## src/rtl/sr_latch_driver.sv

```systemverilog
// sr_latch_driver: turns level-write requests into exclusive S/R pulses, then verifies latch feedback.
module sr_latch_driver #(
  parameter int PULSE_W = 2,
  parameter int GAP_W = 1
) (
  input  logic clk,
  input  logic rst_n,
  input  logic req_valid,
  input  logic req_level,
  output logic req_ready,
  output logic s,
  output logic r,
  input  logic q_fb,
  input  logic qn_fb,
  input  logic fault_clr,
  output logic done,
  output logic fault
);
  typedef enum logic [2:0] {IDLE, DRIVE, GAP, CHECK, FAULT} state_t;
  localparam logic [7:0] PW = 8'(PULSE_W - 1);
  localparam logic [7:0] GW = 8'(GAP_W - 1);
  state_t state;
  logic lvl;
  logic [7:0] cnt;
  // every output is assigned for the state being entered, so all of them are plain registers
  always_ff @(posedge clk)
    if (!rst_n) begin
      state <= IDLE;
      lvl <= 1'b0;
      cnt <= 8'd0;
      s <= 1'b0;
      r <= 1'b0;
      done <= 1'b0;
      fault <= 1'b0;
      req_ready <= 1'b0;
    end else begin
      done <= 1'b0;
      case (state)
        IDLE:
          if (req_valid && req_ready) begin
            state <= DRIVE;
            lvl <= req_level;
            cnt <= PW;
            s <= req_level;
            r <= ~req_level;
            req_ready <= 1'b0;
          end else req_ready <= 1'b1;
        DRIVE:
          if (cnt == 8'd0) begin
            s <= 1'b0;
            r <= 1'b0;
            state <= (GAP_W > 0) ? GAP : CHECK;
            cnt <= GW;
          end else cnt <= cnt - 8'd1;
        GAP:
          if (cnt == 8'd0) state <= CHECK;
          else cnt <= cnt - 8'd1;
        CHECK:
          if (q_fb == lvl && qn_fb == ~lvl) begin
            state <= IDLE;
            done <= 1'b1;
            req_ready <= 1'b1;
          end else begin
            state <= FAULT;
            fault <= 1'b1;
          end
        FAULT:
          if (fault_clr) begin
            state <= IDLE;
            fault <= 1'b0;
            req_ready <= 1'b1;
          end
        default: state <= IDLE;
      endcase
    end
endmodule

```

## config.mk

```make
export PLATFORM = sky130hd
export DESIGN_NAME = sr_latch_driver
export DESIGN_NICKNAME = d
export VERILOG_FILES = /design/src/rtl/sr_latch_driver.sv
export SDC_FILE = /design/constraint.sdc
export NUM_CORES = 1
export LEC_CHECK = 0
export CAP_MARGIN = 20
export CELL_PAD_IN_SITES_DETAIL_PLACEMENT = 0
export CELL_PAD_IN_SITES_GLOBAL_PLACEMENT = 1
export CORE_MARGIN = 2
export CORE_UTILIZATION = 36
export DETAILED_ROUTE_END_ITERATION = 8
export PLACE_DENSITY = 0.72
export SYNTH_ARGS = -nofsm -noshare
export SYNTH_HDL_FRONTEND = slang
export SYNTH_SLANG_ARGS = --single-unit
```

## constraint.sdc

```tcl
create_clock -name clk -period 1.94 [get_ports clk]
set_clock_uncertainty 0.05 [all_clocks]
set_input_delay 0.388 -clock clk [delete_from_list [all_inputs] [get_ports clk]]
set_output_delay 0.388 -clock clk [all_outputs]
set_load 0.03 [all_outputs]
```

; ---- Word level (Yosys, flattened, before mapping)
; Index checks and enable logic that the tools add are counted.
[classes]
reduce_logical = 15
n_bitwise = 2
add_sub_neg = 1
n_eq_ne = 13
muxes = 23
[op_table]
columns = cell, n
row1 = 8-bit two-way mux, 3
row2 = 8-bit one-hot mux with 3 select lines, 1
row3 = 3-bit two-way mux, 5
row4 = 3-bit one-hot mux with 5 select lines, 1
row5 = 2-bit inequality test (second input constant), 7
row6 = 3-bit AND reduction, 4
row7 = 1-bit two-way mux, 9
row8 = 8-bit logical NOT, 1
row9 = 8-bit by 1-bit subtractor with 8-bit output (second input constant), 1
row10 = 3-bit by 2-bit == test with 1-bit output (second input constant), 2
row11 = 1-bit one-hot mux with 2 select lines, 3
row12 = 3-bit nonzero test, 2
row13 = 2-bit AND reduction, 2
row14 = 4-bit AND reduction, 1
row15 = 2-bit nonzero test, 2
row16 = 3-bit by 1-bit == test with 1-bit output (second input constant), 1
row17 = 3-bit == test (second input constant), 1
row18 = 3-bit logical NOT, 1
row19 = 1-bit one-hot mux with 3 select lines, 1
row20 = 1-bit == test, 2
row21 = 1-bit logical AND, 2
row22 = 1-bit NOT, 2
[word_totals]
reg_bits = 17
elab_cells = 62
output_inout_bits = 5
in_bits = 7

; ---- Depth between registers and ports, before layout
; Gate-level depths: netlist of run 1.
[depth]
ltp_word = 5
ltp_mapped = 7
ltp_nobuf = 6

; ---- Worst setup path after synthesis of run 1
; Ideal clock, no wire load.
[synth_path]
path_type = flip-flop to flip-flop
start = register cnt[0]
end = register cnt[6]
setup_time_ps = 71
required_time_ps = 1819
n_path_buf = 1
arrival_ps = 1698
synth_period_minus_slack_ps = 1819
slack_ps = 121
path_stages_with_launch = 8
path_cell_list = dfxtp_1 -> inv_1 -> ha_1 -> nor3b_1 -> and4b_4 -> buf_6 -> or4_1 -> a21oi_1
[synth_via]
elab_chain_len = 3
word_cells_on_any_way = 7
classes_between = 1 x add/sub / 1 x eq/ne / 3 x mux / 2 x reduce/logical
[synth_lines]
columns = element, line
row1 = start: declaration, 24  ; logic [7:0] cnt;
row2 = start signal: assignment, 54  ; end else cnt <= cnt - 8'd1;
row3 = start signal: assignment, 57  ; else cnt <= cnt - 8'd1;
row4 = 8-bit by 1-bit subtractor with 8-bit output or 8-bit logical NOT (tied branches), -
row5 = "8-bit two-way mux, or another cell as far along", 56  ; if (cnt == 8'd0) state <= CHECK;
row6 = 8-bit one-hot mux with 3 select lines or 3-bit AND reduction (tied branches), -
; Parallel ways exist; a longest one is shown, timed or not. The select of a mux whose other input is x is not followed.
; A chain may end at the register's enable or synchronous reset.

; ---- Final worst setup path of run 1
[layout_path]
start = register req_ready
end = output port req_ready
[layout_lines]
columns = element, line
row1 = start: declaration, 10  ; output logic req_ready,
row2 = start signal: assignment, 35  ; req_ready <= 1'b0;
row3 = start signal: assignment, 46  ; req_ready <= 1'b0;
row4 = start signal: assignment, 47  ; end else req_ready <= 1'b1;
; No word-level cell between the ends.

==> flow_metrics.py, run 1 <==
metrics = {
    "logic_synthesis": {
        "ys_warn_count": 0,
        "syn_inst": 108,
        "synth_seq_cells": 17,
        "yosys-top-cells-count": "dfxtp_1, a21oi_1, nand2_1, nand3_1",
        "synth-main-ff-cell": "dfxtp_1",
        "syn_nets": 117,
        "synthTopCellsByArea": "dfxtp_1, a21oi_1, nand3_1, or4_1, nand2b_1",
        "synth_cell_types": 37,
        "ys_seq_area_share_pct": 36.9,
        "async_reset_ff_share_pct": 0,
        "synth_edf_count": 0,
        "synthMostInstantiatedCell": "dfxtp_1",
        "syn_avg_cell_area_um2": 8.55,
        "netlist_area_um2": 923,
        "synth_top_area_share_pct": 36.9,
        "yosys.area.top_type": "dfxtp_1",
    },
    "detailed_routing": {
        "vias_per_cell": 5.43,
        "first_iter_violations": 13,
        "drt_first_pass_iters": 4,
        "routed-via-count": 841,
        "drc_errors": 0,
        "wl_um": 2050,
        "routedWlPerCell_um": 13.3,
        "ant_nets": 0,
    },
    "clock_network": {
        "cts_tree": "yes",
        "clk_pin_slew_ps": 100,
        "cts.sinks": 17,
        "cts.path.max_buffers": 2,
        "cts_max_level": 1,
        "postCtsHoldBufs": 0,
        "cts-buffers-inserted": 3,
        "clkLatencyLatePin_ps": 290,
        "cts_root_buf": "clkbuf_4",
    },
    "power_and_ir_drop": {
        "power_density_nw_per_um2": 1490,
        "p_leak_nw": 0.413,
        "ir_drop_uv": 676,
        "total_power_mw": 1.66,
    },
    "setup_path": {
        "crit_path_max_incr_delay_ps": 690,
        "crit_slowest_cell": "clkdlybuf4s50_1",
        "crit_family": "buffers and inverters",
        "path_class": "reg2out",
        "critPathMaxFanout": 4,
        "cp.arrival_ps": 1370,
        "path_buf_inv": 1,
        "setup.worst_path.start_class": "register",
        "cp_cell_sequence": "clkdlybuf4s50_1",
        "cp-end-kind": "primary output",
        "worstPathRequired_ps": 1500,
    },
    "sta": {
        "max_slew_margin_pct": 69.9,
        "setup_viol": 0,
        "hold_violations": 0,
        "worst_slew_pin_slew_ps": 450,
        "fin_crit_sh_pct": 93.2,
        "timing_max_transition_violations_final": 0,
        "whs_ps": 418,
        "min_period_ps": 1810,
        "max_freq_ghz": 0.553,
        "grt_setup_unrepaired": "false",
    },
    "grt": {
        "grt_overflow": 0,
        "grt_max_degree": 13,
        "grt_pass1_vias": 782,
        "grt_pass1_wl_um": 3460,
        "antenna_found_initial": 0,
        "grt_usage_pct": 16.4,
    },
    "die": {
        "rows": 18,
        "dieArea_um2": 2990,
        "die_w_um": 54.6,
        "io_pins": 12,
        "start_util_pct": 37.6,
        "die_h_um": 54.6,
        "coreArea_um2": 2450,
    },
    "place": {
        "hpwlAfterDp_um": 1520,
        "place.gp.congestion": 0.722,
        "io_buffers": 11,
    },
    "status": {
        "status": "finished clean",
    },
    "finish": {
        "fin_util_pct": 45.4,
        "nets": 135,
        "diodes": 0,
        "num-fill-cells": 247,
        "layout-drive-gt1-share_pct": 12.0,
        "syn_to_final_growth_pct": 20.6,
    },
    "worst_hold_path": {
        "hold_class": "reg2reg",
    },
    "flow_run": {
        "max-cap-violations": 0,
    },
}
## registers in the layout, summed over array words and instances, names as in the netlist
signal,count
cnt,8
done,1
fault,1
lvl,1
r,1
req_ready,1
s,1
state,3
## routing by layer
metal / GRT usage (%) / up-vias / part of all wire (%)
li1: - / 437 / -
met1: 21.3 / 393 / 48
met2: 26.6 / 9 / 49
met3: 2.46 / 2 / 2.3
met4: 7.50 / 0 / 0.58
met5: 0 / - / 0
## layout by cell type, fill, tap and decap left out, types with 2 or more instances in the layout
cell / instances
dfxtp_1: 16
buf_4: 6
nor2_1: 6
inv_1: 6
nor3b_1: 3
o21a_1: 2
ha_1: 2
nor3_1: 5
o31ai_1: 4
nand2_1: 8
nand3_1: 8
or4_1: 5
a211oi_1: 2
a21oi_1: 11
nand2b_1: 5
clkdlybuf4s50_1: 11
clkbuf_4: 3
## per-stage QoR
| step | cells | area, µm² | setup slack (ps) | TNS, ps |
|---|---|---|---|---|
| 3_5_place_dp | 151 | 1090 | -40.3 | -170 |
| 2_1_floorplan | 108 | 923 | 121 | 0 |
| 4_1_cts | 155 | 1110 | 60.1 | 0 |
| 5_1_grt | 155 | 1110 | 28.7 | 0 |
| 6_report | 155 | 1110 | 132 | 0 |
| 3_3_place_gp | 151 | 1090 | -62.0 | -250 |
## worst paths after layout
kind                            depth (start not counted)         to       from  slack [ps]
worst max-delay path                                    1  req_ready  req_ready         130
worst min-delay path                                    2     cnt[7]     cnt[7]         420
worst max register to register                          6     cnt[4]     cnt[1]         130
worst min register to register                          2     cnt[7]     cnt[7]         420
## repair_timing
item | CTS | global route
endpoints found under the setup margin | 0 | 3
buffers inserted | 0 | 0
gates resized for setup | 0 | 1
## kinds of logic (layout without fill, tap and decap cells)
family | Yosys count | count (layout) | synth area share, %
compound gates | 29 | 29 | 22.4
xor+xnor | 1 | 1 | 0.949
fa+ha+maj | 2 | 2 | 2.71
buf+inv | 10 | 27 | 5.69
flops | 17 | 17 | 36.9
simple gates | 49 | 49 | 31.4
## final cells by class
| class | instances | area (µm²) | area share, % |
|---|---|---|---|
| multi-input cells | 81 | 531 | 47.6 |
| flip-flops and latches | 17 | 342 | 30.7 |
| repair buffers | 17 | 155 | 13.9 |
| well taps | 30 | 37.5 | 3.37 |
| clock buffers | 4 | 26.3 | 2.36 |
| inverters | 6 | 22.5 | 2.02 |
## power breakdown
group | leakage [nW] | switching (mW) | internal (mW)
registers | 0.139 | 0.128 | 0.438
logic | 0.259 | 0.482 | 0.427
clock network | 0.0150 | 0.109 | 0.0798
total | 0.413 | 0.718 | 0.945
No activity file was read; power rests on OpenSTA's default activity.
==> run 2: changes to the inputs <==
Settings changed: ABC_AREA set to 1, CORE_UTILIZATION 36 to 34.
==> run 2 against run 1 <==
Effect of this change: cell count rose by 17%; synthesized cell count up 27%; total power down 2.3%; setup slack improved by 35 ps; design area is 1.2% lower; clock power increased by 4%; sequential power shrank 6.7%; critical path depth stayed put; sequential cell count did not move; sequential share of layout area up 0.27 points; combinational power down 0.8%; via count grew 1.1%; critical path type unchanged; highest routed layer unchanged.
==> flow_metrics.py, run 2 <==
metrics = {
    "logic_synthesis": {
        "synthMostInstantiatedCell": "nand2_1",
        "async_reset_ff_share_pct": 0,
        "syn_inst": 137,
        "syn_nets": 146,
        "syn_avg_cell_area_um2": 6.82,
        "netlist_area_um2": 935,
        "synthTopCellsByArea": "dfxtp_1, nand2_1, inv_1, nor2_1, a21oi_1",
        "synth_seq_cells": 17,
        "yosys.area.top_type": "dfxtp_1",
        "yosys-top-cells-count": "nand2_1, inv_1, nor2_1, dfxtp_1",
        "synth_cell_types": 25,
        "ys_seq_area_share_pct": 36.4,
        "synth_top_area_share_pct": 36.4,
        "synth_edf_count": 0,
        "ys_warn_count": 0,
        "synth-main-ff-cell": "dfxtp_1",
    },
    "clock_network": {
        "postCtsSetupRepairBufs": 0,
        "postCtsHoldBufs": 0,
        "cts_root_buf": "clkbuf_4",
        "cts_max_level": 1,
        "cts.path.max_buffers": 2,
        "cts_tree": "yes",
        "cts.sinks": 17,
        "post_cts_resized": 0,
        "clkLatencyLatePin_ps": 300,
        "cts-buffers-inserted": 3,
        "clk_pin_slew_ps": 90,
    },
    "detailed_routing": {
        "ant_nets": 0,
        "routed-via-count": 850,
        "vias_per_cell": 4.67,
        "wl_um": 1840,
        "routedWlPerCell_um": 10.1,
        "drt_first_pass_iters": 4,
        "first_iter_violations": 13,
        "drc_errors": 0,
    },
    "grt": {
        "grt_max_degree": 11,
        "antenna_found_initial": 0,
        "grt_usage_pct": 13.0,
        "grt_pass1_vias": 813,
        "grt_pass1_wl_um": 3300,
        "grt_overflow": 0,
    },
    "place": {
        "io_buffers": 11,
        "dpl_cell_area_um2": 1070,
        "hpwlAfterDp_um": 1480,
        "place.gp.congestion": 0.777,
    },
    "setup_path": {
        "rrSetupSlack_ps": 350,
        "cp.arrival_ps": 1330,
        "r2r-start": "cnt[0]",
        "crit_start": "req_ready",
        "path_class": "reg2out",
        "path_buf_inv": 1,
        "r2r_end": "cnt[6]",
        "cp-end-kind": "primary output",
        "r2r_cells": 8,
        "setup.worst_path.start_class": "register",
        "cp_cell_sequence": "clkdlybuf4s50_1",
        "crit_family": "buffers and inverters",
        "critPathMaxFanout": 3,
        "crit_end": "req_ready",
        "crit_path_max_incr_delay_ps": 680,
        "worstPathRequired_ps": 1500,
        "crit_slowest_cell": "clkdlybuf4s50_1",
        "crit_cells": 1,
    },
    "sta": {
        "max_slew_margin_pct": 74.2,
        "worst_slew_pin_slew_ps": 383,
        "whs_ps": 438,
        "max_freq_ghz": 0.564,
        "min_period_ps": 1770,
        "fin_setup_tns_ps": 0,
        "fin_crit_sh_pct": 91.4,
        "grt_setup_unrepaired": "false",
        "setup_viol": 0,
        "timing_max_transition_violations_final": 0,
        "hold_violations": 0,
    },
    "die": {
        "start_util_pct": 34.8,
        "io_pins": 12,
        "die_w_um": 56.4,
        "rows": 19,
        "die_h_um": 56.4,
        "coreArea_um2": 2690,
        "dieArea_um2": 3180,
    },
    "power_and_ir_drop": {
        "power.switching_mw": 0.770,
        "ir_drop_uv": 858,
        "p_sw_share_pct": 47.4,
        "power_density_nw_per_um2": 1480,
        "p_leak_nw": 0.483,
        "pwr-share-comb_pct": 55.5,
        "cellInternalPower_mw": 0.854,
        "power_frac_clock_pct": 12.0,
        "seq_power_share_pct": 32.5,
        "total_power_mw": 1.62,
    },
    "finish": {
        "layout-drive-gt1-share_pct": 15.9,
        "nets": 161,
        "top_regs": "cnt: 8 flops, state: 3 flops",
        "multi_input_area_um2": 487,
        "final_common_cell": "nand2_1",
        "largest_register_ff_count": 8,
        "mostFrequentLayoutCells": "nand2_1, inv_1, nor2_1",
        "fin_util_pct": 40.9,
        "diodes": 0,
        "design_area_um2": 1100,
        "num-fill-cells": 280,
        "regArea_um2": 340,
        "syn_to_final_growth_pct": 17.7,
        "regMostFlops": "cnt",
    },
    "status": {
        "status": "finished clean",
    },
    "flow_run": {
        "max-cap-violations": 0,
    },
    "worst_hold_path": {
        "hold_class": "reg2reg",
    },
}
==> run 2: changes by cell type in the layout (fill, tap and decap cells not counted), sizes merged, moves of 6 or more <==
cell and change:
nor2 +21, buf -6, o21ai +7, nand2 +18, inv +19
==> run 2: power by group through the flow <==
stage | clock (mW) | sequential, mW | combinational (mW)
after global placement | 0 | 0.535 | 0.907
after detailed placement | 0 | 0.537 | 0.911
after CTS | 0.206 | 0.529 | 0.915
after floorplan | 0 | 0.545 | 0.733
after global routing | 0.219 | 0.544 | 1.04
final | 0.195 | 0.528 | 0.902
==> run 2: cell families (layout without fill, tap and decap cells) <==
kind of cell / Yosys count / after routing / share of synthesized area (%)
buffers and inverters: 26 / 40 / 11.5
flip-flops: 17 / 17 / 36.4
adder cells (fa/ha/maj): 2 / 2 / 2.68
AND/OR/NAND/NOR: 73 / 73 / 38.3
AO/OA/AOI/OAI: 19 / 19 / 11.1
==> run 2: per-stage QoR <==
step           setup WS [ps]  cells
5_1_grt                  110    182
6_report                 168    182
3_3_place_gp             173    178
2_1_floorplan            503    137
3_5_place_dp             132    178
4_1_cts                  153    182
==> run 2: how the worst min path moves through the flow <==
| stage | to | depth (start not counted) | start | slack (ps) |
|---|---|---|---|---|
| after global placement | s | 2 | s | 410 |
| after floorplan | lvl | 2 | lvl | 400 |
| after global routing | s | 2 | s | 480 |
| after CTS | s | 2 | s | 440 |
| final | s | 2 | s | 440 |
| after detailed placement | fault | 2 | fault | 430 |
==> run 2: final cells by class <==
| cell class | instances | area share (%) |
|---|---|---|
| Sequential cell | 17 | 30.9 |
| Multi-Input combinational cell | 94 | 44.3 |
| Clock buffer | 3 | 2.05 |
| Timing Repair Buffer | 11 | 10.0 |
| Inverter | 25 | 8.76 |
| Tap cell | 31 | 3.53 |
| Clock inverter | 1 | 0.455 |
==> run 2: routing by layer <==
metal | vias up | track usage [%] | routed length (µm)
met3 | 5 | 2.07 | 35
met1 | 375 | 15.1 | 889
li1 | 461 | - | -
met5 | - | 0 | 0
met2 | 9 | 22.4 | 872
met4 | 0 | 7.14 | 43
==> run 3: changes to the inputs <==
Settings changed: CORE_UTILIZATION 34 to 36, CTS_BUF_LIST set to sky130_fd_sc_hd__clkbuf_4, PLACE_DENSITY 0.72 to 0.76.
==> run 3 against run 2 <==
Effect of this change: via count fell by 2.0%; global-route usage up 2.6 points; clock power grew 5%; critical path depth did not move; die area shrank 5.2%; setup slack better by 4.3 ps; non-clock buffer count did not move; sequential power barely moved; critical path type unchanged; largest power group unchanged.
==> flow_metrics.py, run 3 (synthesis results as in run 2) <==
metrics = {
    "status": {
        "status": "finished clean",
    },
    "die": {
        "die_w_um": 55.0,
        "coreArea_um2": 2480,
        "die_h_um": 55.0,
        "dieArea_um2": 3020,
        "rows": 18,
        "io_pins": 12,
        "start_util_pct": 37.7,
    },
    "setup_path": {
        "path_class": "reg2out",
        "path_buf_inv": 1,
        "r2r_end": "cnt[2]",
        "rrSetupSlack_ps": 300,
        "r2r-start": "cnt[0]",
        "worstPathRequired_ps": 1500,
        "cp.arrival_ps": 1330,
        "setup.worst_path.start_class": "register",
        "cp_cell_sequence": "clkdlybuf4s50_1",
        "crit_slowest_cell": "clkdlybuf4s50_1",
        "crit_path_max_incr_delay_ps": 670,
        "cp-end-kind": "primary output",
        "crit_family": "buffers and inverters",
        "critPathMaxFanout": 3,
        "r2r_cells": 8,
    },
    "clock_network": {
        "postCtsHoldBufs": 0,
        "cts-buffers-inserted": 3,
        "post_cts_resized": 0,
        "cts.sinks": 17,
        "cts_tree": "yes",
        "cts.path.max_buffers": 2,
        "clkLatencyLatePin_ps": 300,
        "cts_root_buf": "clkbuf_4",
        "cts_max_level": 1,
        "clk_pin_slew_ps": 110,
        "postCtsSetupRepairBufs": 0,
    },
    "grt": {
        "grt_pass1_vias": 794,
        "grt_pass1_wl_um": 3360,
        "grt_max_degree": 11,
        "grt_overflow": 0,
        "antenna_found_initial": 0,
        "grt_usage_pct": 15.6,
    },
    "finish": {
        "top_regs": "cnt: 8 flops, state: 3 flops",
        "final_common_cell": "nand2_1",
        "largest_register_ff_count": 8,
        "fin_util_pct": 44.3,
        "syn_to_final_growth_pct": 17.5,
        "nets": 161,
        "regMostFlops": "cnt",
        "diodes": 0,
        "mostFrequentLayoutCells": "nand2_1, inv_1, nor2_1",
        "num-fill-cells": 281,
        "layout-drive-gt1-share_pct": 15.9,
    },
    "place": {
        "io_buffers": 11,
        "hpwlAfterDp_um": 1390,
        "place.gp.congestion": 0.756,
    },
    "power_and_ir_drop": {
        "p_leak_nw": 0.483,
        "ir_drop_uv": 830,
        "power_density_nw_per_um2": 1490,
    },
    "sta": {
        "timing_max_transition_violations_final": 0,
        "whs_ps": 420,
        "grt_setup_unrepaired": "false",
        "max_slew_margin_pct": 71.7,
        "setup_viol": 0,
        "min_period_ps": 1770,
        "fin_setup_tns_ps": 0,
        "fin_crit_sh_pct": 91.1,
        "hold_violations": 0,
        "worst_slew_pin_slew_ps": 420,
        "max_freq_ghz": 0.566,
    },
    "worst_hold_path": {
        "min_from": "s",
        "worstHoldPathCells": 2,
        "hold_class": "reg2reg",
        "holdPathEnd": "s",
    },
    "flow_run": {
        "max-cap-violations": 0,
    },
    "detailed_routing": {
        "routedWlPerCell_um": 10.2,
        "drt_first_pass_iters": 4,
        "wl_um": 1850,
        "first_iter_violations": 6,
        "drc_errors": 0,
        "vias_per_cell": 4.60,
        "ant_nets": 0,
        "routed-via-count": 833,
    },
}
[run 3: worst min-delay path, delay by kind of cell, from the launching register on]
family	cells	cell delay [ps]
compound gates	1	50
flops	1	330
simple gates	1	60
[run 3: where the power goes]
part	internal, mW	leakage [nW]	total, mW	switching (mW)
clock network	0.0769	0.0177	0.204	0.127
registers	0.455	0.139	0.529	0.0743
logic	0.323	0.327	0.908	0.586
[run 3: per-layer routing]
layer	vias up	GRT usage (%)	part of all wire, %
li1	463	-	-
met1	356	22.8	58
met2	9	22.0	38
met5	-	0	0
met3	5	2.42	2.4
met4	0	7.32	2.0
[run 3: how the worst max path moves through the flow]
stage / endpoint / from / cells past startpoint / slack, ps
CTS: req_ready / req_ready / 1 / 160
global route: req_ready / req_ready / 1 / 110
detailed placement: cnt[2] / req_valid / 7 / 120
finish: req_ready / req_ready / 1 / 170
global placement: cnt[2] / req_valid / 7 / 170
floorplan: cnt[4] / req_ready / 7 / 500
[run 3: layout make-up]
cell class | count | area [µm²] | share of cell area [%]
repair buffers | 11 | 110 | 10.0
well taps | 30 | 37.5 | 3.42
clock buffers | 3 | 22.5 | 2.05
multi-input cells | 94 | 487 | 44.3
inverters | 25 | 96.3 | 8.77
clock inverters | 1 | 5.00 | 0.456
flip-flops and latches | 17 | 340 | 31.0
[run 3: per-stage QoR]
stage          worst slack [ps]  instance area (µm²)  instances  total power [mW]
2_1_floorplan               503                  935        137              1.28
3_3_place_gp                166                 1070        177              1.44
3_5_place_dp                123                 1070        177              1.45
4_1_cts                     161                 1100        181              1.65
5_1_grt                     112                 1100        181              1.82
6_report                    172                 1100        181              1.64
